===== src/rtl/speed_balancer.sv =====
// speed_balancer: windowed speed sampler and differential duty trimmer for a
// two-motor drive. Each window it latches both edge counts, then nudges the
// duties in opposite directions to pull the position difference back inside
// the deadband.
module speed_balancer #(
  parameter int unsigned WINDOW   = 100000,
  parameter int unsigned DUTY_NOM = 128,
  parameter int unsigned STEP     = 1,
  parameter int unsigned DEADBAND = 2
) (
  input  logic        clk,
  input  logic        rst_n,
  input  logic        enable,
  input  logic [15:0] pos12,
  input  logic [15:0] pos22,
  input  logic [15:0] pos_diff,
  output logic [1:0]  clear,
  output logic [7:0]  duty1,
  output logic [7:0]  duty2,
  output logic [15:0] speed1,
  output logic [15:0] speed2,
  output logic        sample_valid
);

  localparam int unsigned CW = (WINDOW > 2) ? $clog2(WINDOW) : 1;
  localparam logic [CW-1:0]        CNT_LAST = CW'(WINDOW - 1);
  localparam logic [7:0]           NOM8     = 8'(DUTY_NOM);
  localparam logic [7:0]           STEP8    = 8'(STEP);
  localparam logic signed [15:0]   DB_POS   = 16'(DEADBAND);
  localparam logic signed [15:0]   DB_NEG   = -DB_POS;

  typedef enum logic [2:0] {IDLE, START, RUN, LATCH, ADJUST, CLR} state_e;

  state_e         state_q, state_d;
  logic [CW-1:0]  cnt_q, cnt_d;
  logic [1:0]     clear_q, clear_d;
  logic [7:0]     duty1_q, duty1_d;
  logic [7:0]     duty2_q, duty2_d;
  logic [15:0]    speed1_q, speed1_d;
  logic [15:0]    speed2_q, speed2_d;
  logic [15:0]    diff_q, diff_d;
  logic           sv_q, sv_d;

  function automatic logic [7:0] sat_dec(input logic [7:0] d);
    if (d < STEP8) return '0;
    return d - STEP8;
  endfunction

  function automatic logic [7:0] sat_inc(input logic [7:0] d);
    if (d > (8'hFF - STEP8)) return '1;
    return d + STEP8;
  endfunction

  // Registered outputs are computed from the state being entered, so each
  // output value is visible for exactly the cycle its state is occupied.
  always_comb begin
    state_d  = state_q;
    cnt_d    = cnt_q;
    clear_d  = 2'b00;
    duty1_d  = duty1_q;
    duty2_d  = duty2_q;
    speed1_d = speed1_q;
    speed2_d = speed2_q;
    diff_d   = diff_q;
    sv_d     = 1'b0;
    if (!enable) begin
      state_d = IDLE;
      cnt_d   = '0;
      duty1_d = '0;
      duty2_d = '0;
    end else begin
      case (state_q)
        IDLE: begin
          state_d = START;
          clear_d = 2'b11;
          duty1_d = NOM8;
          duty2_d = NOM8;
          cnt_d   = '0;
        end
        START: begin
          state_d = RUN;
          cnt_d   = '0;
        end
        RUN: begin
          if (cnt_q == CNT_LAST) state_d = LATCH;
          else                   cnt_d   = cnt_q + 1'b1;
        end
        LATCH: begin
          state_d  = ADJUST;
          speed1_d = pos12;
          speed2_d = pos22;
          diff_d   = pos_diff;
          sv_d     = 1'b1;
        end
        ADJUST: begin
          state_d = CLR;
          clear_d = 2'b11;
          cnt_d   = '0;
          if ($signed(diff_q) > DB_POS) begin
            duty1_d = sat_dec(duty1_q);
            duty2_d = sat_inc(duty2_q);
          end else if ($signed(diff_q) < DB_NEG) begin
            duty1_d = sat_inc(duty1_q);
            duty2_d = sat_dec(duty2_q);
          end
        end
        CLR: begin
          state_d = RUN;
          cnt_d   = '0;
        end
        default: state_d = IDLE;
      endcase
    end
  end

  // State and output registers with asynchronous active-low reset.
  always_ff @(posedge clk or negedge rst_n) begin
    if (!rst_n) begin
      state_q  <= IDLE;
      cnt_q    <= '0;
      clear_q  <= '0;
      duty1_q  <= '0;
      duty2_q  <= '0;
      speed1_q <= '0;
      speed2_q <= '0;
      diff_q   <= '0;
      sv_q     <= 1'b0;
    end else begin
      state_q  <= state_d;
      cnt_q    <= cnt_d;
      clear_q  <= clear_d;
      duty1_q  <= duty1_d;
      duty2_q  <= duty2_d;
      speed1_q <= speed1_d;
      speed2_q <= speed2_d;
      diff_q   <= diff_d;
      sv_q     <= sv_d;
    end
  end

  assign clear        = clear_q;
  assign duty1        = duty1_q;
  assign duty2        = duty2_q;
  assign speed1       = speed1_q;
  assign speed2       = speed2_q;
  assign sample_valid = sv_q;

endmodule


===== config.mk =====
export PLATFORM = sky130hd
export DESIGN_NAME = speed_balancer
export DESIGN_NICKNAME = d
export VERILOG_FILES = /design/src/rtl/speed_balancer.sv
export SDC_FILE = /design/constraint.sdc
export NUM_CORES = 1
export LEC_CHECK = 0
export CORE_UTILIZATION = 48
export DETAILED_ROUTE_END_ITERATION = 8
export GPL_TIMING_DRIVEN = 0
export PLACE_DENSITY = 0.76
export SLEW_MARGIN = 20
export SYNTH_ARGS = -nofsm -noshare
export SYNTH_HDL_FRONTEND = slang
export SYNTH_SLANG_ARGS = --single-unit

===== constraint.sdc =====
create_clock -name clk -period 2.7 [get_ports clk]
set_input_delay 0.675 -clock clk [delete_from_list [all_inputs] [get_ports clk]]
set_output_delay 0.675 -clock clk [all_outputs]
set_load 0.01 [all_outputs]

==> metrics.yaml, run 1 <==
power_frac_comb: 0.359
mostFrequentLayoutCells: "nand2_1, clkdlybuf4s50_1, dfrtp_1"
drive_gt1_frac: 0.0824
cp-end-kind: "flop"
pwr-share-seq: 0.431
worstMarginPinSlew_ps: 667
fin_nets: 708
pin_count: 102
dp_hpwl_um: 7990
wl_um: 11200
synth_cell_types: 56
finClkSkew_ps: 8.38
viasPerCell: 5.44
vias: 4263
cts.sinks: 86
grt_pass1_vias: 4330
synthCells: 537
tns_ps: 0
worstPathRequired_ps: 3000
cts-htree-levels: 3
hold_buffers: 0
dp.cells: 768
critPathArrivalTime_ps: 2720
synthToLayoutAreaGrowth_pct: 30.2
grt-ovfl-total: 0
cp-start-kind: "primary input"
worst_path_dominant_cell_family: "buffers and inverters"
num_rows: 35
ys_seq_area_frac: 0.466
stdcell_count: 784
globalRouteTotalUtil: 0.247
regArea_um2: 2150
yosysTopAreaCell: "dfrtp_1"
powerDensity_nw_per_um2: 740
power_frac_clock: 0.210
netlist_top_cells_area: "dfrtp_1, nand2_1, nor2_1, nand3_1, ha_1"
max_freq_mhz: 414
cts_buffer_depth: 2
p_sw_mw: 1.56
ant_nets: 0
slowest_stage: "clkdlybuf4s50_1"
hold_viol: 0
maxCapViolCount: 0
cts_setup_buffers: 0
cp_max_fo: 10
firstDrtPassIters: 5
portBuffers: 101
antenna_cells: 0
layout_commonest_cell: "nand2_1"
status: "complete, no violations"
final_area_um2: 6020
synth.top_cell.area_share: 0.466
ys_seq_elements: 86
cp_common_cell: "nand2_1"
synth_area_um2: 4620
timing.critical_path.buf_inv: 5
tritoncts: "built"
ys_warn_count: 0
setup_viol: 0
grt_pass1_wl_um: 19700
crit_chain: "clkdlybuf4s50_1, clkbuf_2, nand4b_1, inv_1, buf_2, buf_1, nand2_1, nand2_1"
async_flop_share: 1.00
syn-num-nets: 595
core_area_um2: 9280
placed_area_um2: 5820
ir_drop_mv: 0.430
place.gp.congestion: 0.895
syn_area_per_cell_um2: 8.61
die_y_um: 100
power.share.switching: 0.351
finalMaxSlewViolations: 0
power.leakage_nw: 2.70
worstSetupPathType: "in2reg"
final.period_utilization: 0.895
clock-root-buffer: "clkbuf_8"
rsz0062_at_grt: "no"
ctsResizeCount: 0
timing.hold.ws_ps: 305
drtIter0Drc: 200
multiInputGateArea_um2: 2230
start_util: 0.498
intPower_mw: 2.89
clock_latency_ps: 360
slowest_delay_ps: 520
ys.flop_type: "dfrtp_1"
min_path_type: "in2async"
slew_headroom: 0.555
drc: 0
fp.dieArea_um2: 10000
die_w_um: 100
grt_max_degree: 45
wl_per_cell_um: 14.3
path_clk_slew_ps: 90
cts_buffers: 9
min_period_ps: 2420
fill_cells: 810
antenna_found_initial: 0
synth_edf_count: 0
[Yosys cell counts, drive strengths merged (6+ instances only)]
cell type	count
nand2	182
dfrtp	86
nor2	32
o21ai	26
nand3	19
buf	17
clkbuf	16
a21oi	15
nand4	14
inv	13
nor3	12
o211ai	10
xor2	9
nor4	8
ha	7
and3	6
[worst reg2reg max path: stages, from the launching register on]
cell	delay (ps)
dfrtp_1	390
clkbuf_1	330
inv_1	140
ha_1	250
nand4b_1	200
or3_1	410
and2_1	250
o211ai_1	120
o211ai_1	160
nand2_1	100
[metal layers]
metal	share of wire	wire (um)	vias up	global-route usage
li1	-	-	2069	-
met1	0.44	4910	1998	0.321
met2	0.46	5140	171	0.385
met3	0.082	926	25	0.0662
met4	0.023	263	0	0.116
met5	0	0	-	0
[power by group through the flow]
stage / registers (mW) / clock network, mW / logic [mW]
after floorplan: 2.02 / 0 / 0.714
after global placement: 1.93 / 0 / 1.56
after detailed placement: 1.94 / 0 / 1.59
after CTS: 1.92 / 0.956 / 1.61
after global routing: 1.97 / 0.997 / 1.77
final: 1.92 / 0.934 / 1.60
[layout make-up]
| type | instances | share of cell area |
|---|---|---|
| buffer | 33 | 0.0324 |
| clock buffer | 10 | 0.0212 |
| clock inverter | 6 | 0.0118 |
| inverter | 13 | 0.00811 |
| multi-input combinational | 405 | 0.370 |
| sequential | 86 | 0.358 |
| tap | 129 | 0.0268 |
| timing repair buffer | 102 | 0.172 |
[metrics by stage]
stage                     power [mW]  utilization  worst slack (ps)
after CTS                       4.49        0.648              39.9
after floorplan                 2.73            -               606
final                           4.46        0.648               283
after global routing            4.74        0.648              32.5
after global placement          3.49        0.624             -2220
after detailed placement        3.54        0.627              -349
[worst paths after layout]
path / slack [ps] / start / endpoint / cells past startpoint
worst max-delay path: 280 / enable / diff_q[0] / 8
worst min-delay path: 300 / rst_n / cnt_q[2] / 1
worst max register to register: 300 / duty2[0] / duty2[7] / 9
min in group clk: 480 / speed1[4] / speed1[4] / 2
max in group asynchronous: 1780 / rst_n / speed2[13] / 2
worst min register to register: 480 / speed1[4] / speed1[4] / 2
[flip-flops by register name, summed over array words and instances, names as in the netlist]
name / cells
clear: 1
state_q: 3
sample_valid: 1
duty1: 8
duty2: 8
cnt_q: 17
speed1: 16
speed2: 16
diff_q: 16
[logic make-up (layout without fill, tap and decap cells)]
kind of cell / count (synthesis) / in the layout / share of synthesized area
AOI/OAI and AO/OA: 83 / 83 / 0.129
DFF: 86 / 86 / 0.466
muxes: 5 / 5 / 0.0108
buffers and inverters: 46 / 164 / 0.0525
adders and majority gates: 7 / 7 / 0.0189
xor gates and xnor gates: 9 / 9 / 0.0171
and+or+nand+nor: 301 / 301 / 0.306
Power figures use the tool's default switching activity.
==> run 2, diff against run 1 <==
--- a/config.mk
+++ b/config.mk
@@ -7,6 +7,7 @@
 export LEC_CHECK = 0
 export CORE_UTILIZATION = 48
 export DETAILED_ROUTE_END_ITERATION = 8
+export GPL_ROUTABILITY_DRIVEN = 0
 export GPL_TIMING_DRIVEN = 0
 export PLACE_DENSITY = 0.76
 export SLEW_MARGIN = 20
==> metrics.yaml, run 2 (synthesis gave the netlist of run 1 again) <==
drive_gt1_frac: 0.0795
cp_max_fo: 8
hold_buffers: 0
antenna_cells: 0
final_area_um2: 6000
clock_latency_ps: 350
critPathArrivalTime_ps: 2670
worst_path_dominant_cell_family: "simple AND/OR/NAND/NOR gates"
final.period_utilization: 0.884
slowest_stage: "or4_1"
tns_ps: 0
dp_hpwl_um: 8100
wl_um: 11200
timing.hold.ws_ps: 335
vias: 4230
regMostFlops: "cnt_q"
grt_pass1_wl_um: 19800
synthToLayoutAreaGrowth_pct: 29.8
cts_buffers: 9
ant_nets: 0
maxCapViolCount: 0
slowest_delay_ps: 580
portBuffers: 101
setup_ws_ps: 314
core_area_um2: 9280
cp-start-kind: "primary input"
firstDrtPassIters: 5
finalMaxSlewViolations: 0
num_rows: 35
worstMarginPinSlew_ps: 705
powerDensity_nw_per_um2: 739
finalPower_mw: 4.43
timing.critical_path.buf_inv: 2
cp-end-kind: "flop"
min_path_type: "in2async"
antenna_found_initial: 0
path_clk_slew_ps: 90
largest_reg_flops: 17
mostFrequentLayoutCells: "nand2_1, clkdlybuf4s50_1, dfrtp_1"
worstPathRequired_ps: 2980
final_util: 0.646
fp.dieArea_um2: 10000
placed_area_um2: 5810
cts-htree-levels: 3
setup_viol: 0
max_freq_mhz: 419
status: "complete, no violations"
fill_cells: 808
worstSetupPathType: "in2reg"
stdcell_count: 783
min_period_ps: 2390
crit_start: "enable"
die_y_um: 100
die_w_um: 100
cts_buffer_depth: 2
finClkSkew_ps: 10.6
crit_chain: "clkdlybuf4s50_1, inv_1, nor3_2, nand2_1, or4_1, mux2i_1"
clock-root-buffer: "clkbuf_8"
worstReg2RegStart: "duty2[0]"
power.leakage_nw: 2.69
globalRouteTotalUtil: 0.245
grt_pass1_vias: 4281
fin_nets: 707
pin_count: 102
ir_drop_mv: 0.489
dp.cells: 768
tritoncts: "built"
cts.sinks: 86
wl_per_cell_um: 14.4
layout_commonest_cell: "nand2_1"
start_util: 0.498
rsz0062_at_grt: "no"
hold_viol: 0
grt_max_degree: 49
viasPerCell: 5.40
drc: 0
slew_headroom: 0.529
place_ws_ps: -384
grt-ovfl-total: 0
drtIter0Drc: 280
## run 2: what timing repair did
action,in CTS,in global routing
gates resized for setup,1,0
endpoints found under the hold margin,0,0
setup endpoints to repair,1,8
setup buffers,0,0
## run 2: layer usage
metal | vias to the layer above | wire length, um | GRT usage
met4 | 0 | 175 | 0.0870
li1 | 2061 | - | -
met1 | 1976 | 4870 | 0.314
met5 | - | 0 | 0
met2 | 176 | 5150 | 0.399
met3 | 17 | 1040 | 0.0703
## run 2: power by group
| part | internal, mW | leakage [nW] | switching, mW |
|---|---|---|---|
| sequential | 1.64 | 1.13 | 0.285 |
| clock | 0.435 | 0.0912 | 0.479 |
| combinational | 0.820 | 1.46 | 0.778 |
## run 2: area by class of cell
cell class | instances | area, um^2 | area share
sequential | 86 | 2150 | 0.359
clock inverter | 4 | 55.1 | 0.00918
inverter | 13 | 48.8 | 0.00813
buffer | 32 | 191 | 0.0319
clock buffer | 12 | 135 | 0.0225
timing repair buffer | 102 | 1030 | 0.171
multi-input combinational | 405 | 2230 | 0.371
tap | 129 | 161 | 0.0269
## run 2: worst paths after layout
check,end,slack [ps],depth (start not counted)
setup / recovery,duty1[2],310,6
setup reg to reg,duty2[1],320,9
min in group clk,speed1[15],480,2
hold reg to reg,speed1[15],480,2
hold / removal,cnt_q[0],340,1
max in group asynchronous,diff_q[5],1730,2
## run 2: worst register-to-register path, stage by stage, from the launching register on
cell and delay [ps]:
dfrtp_1 380, clkbuf_1 320, inv_1 140, ha_1 260, nand4b_1 190, or3_1 410
and2_1 250, o21ai_0 160, nand2_1 60, o21ai_0 130
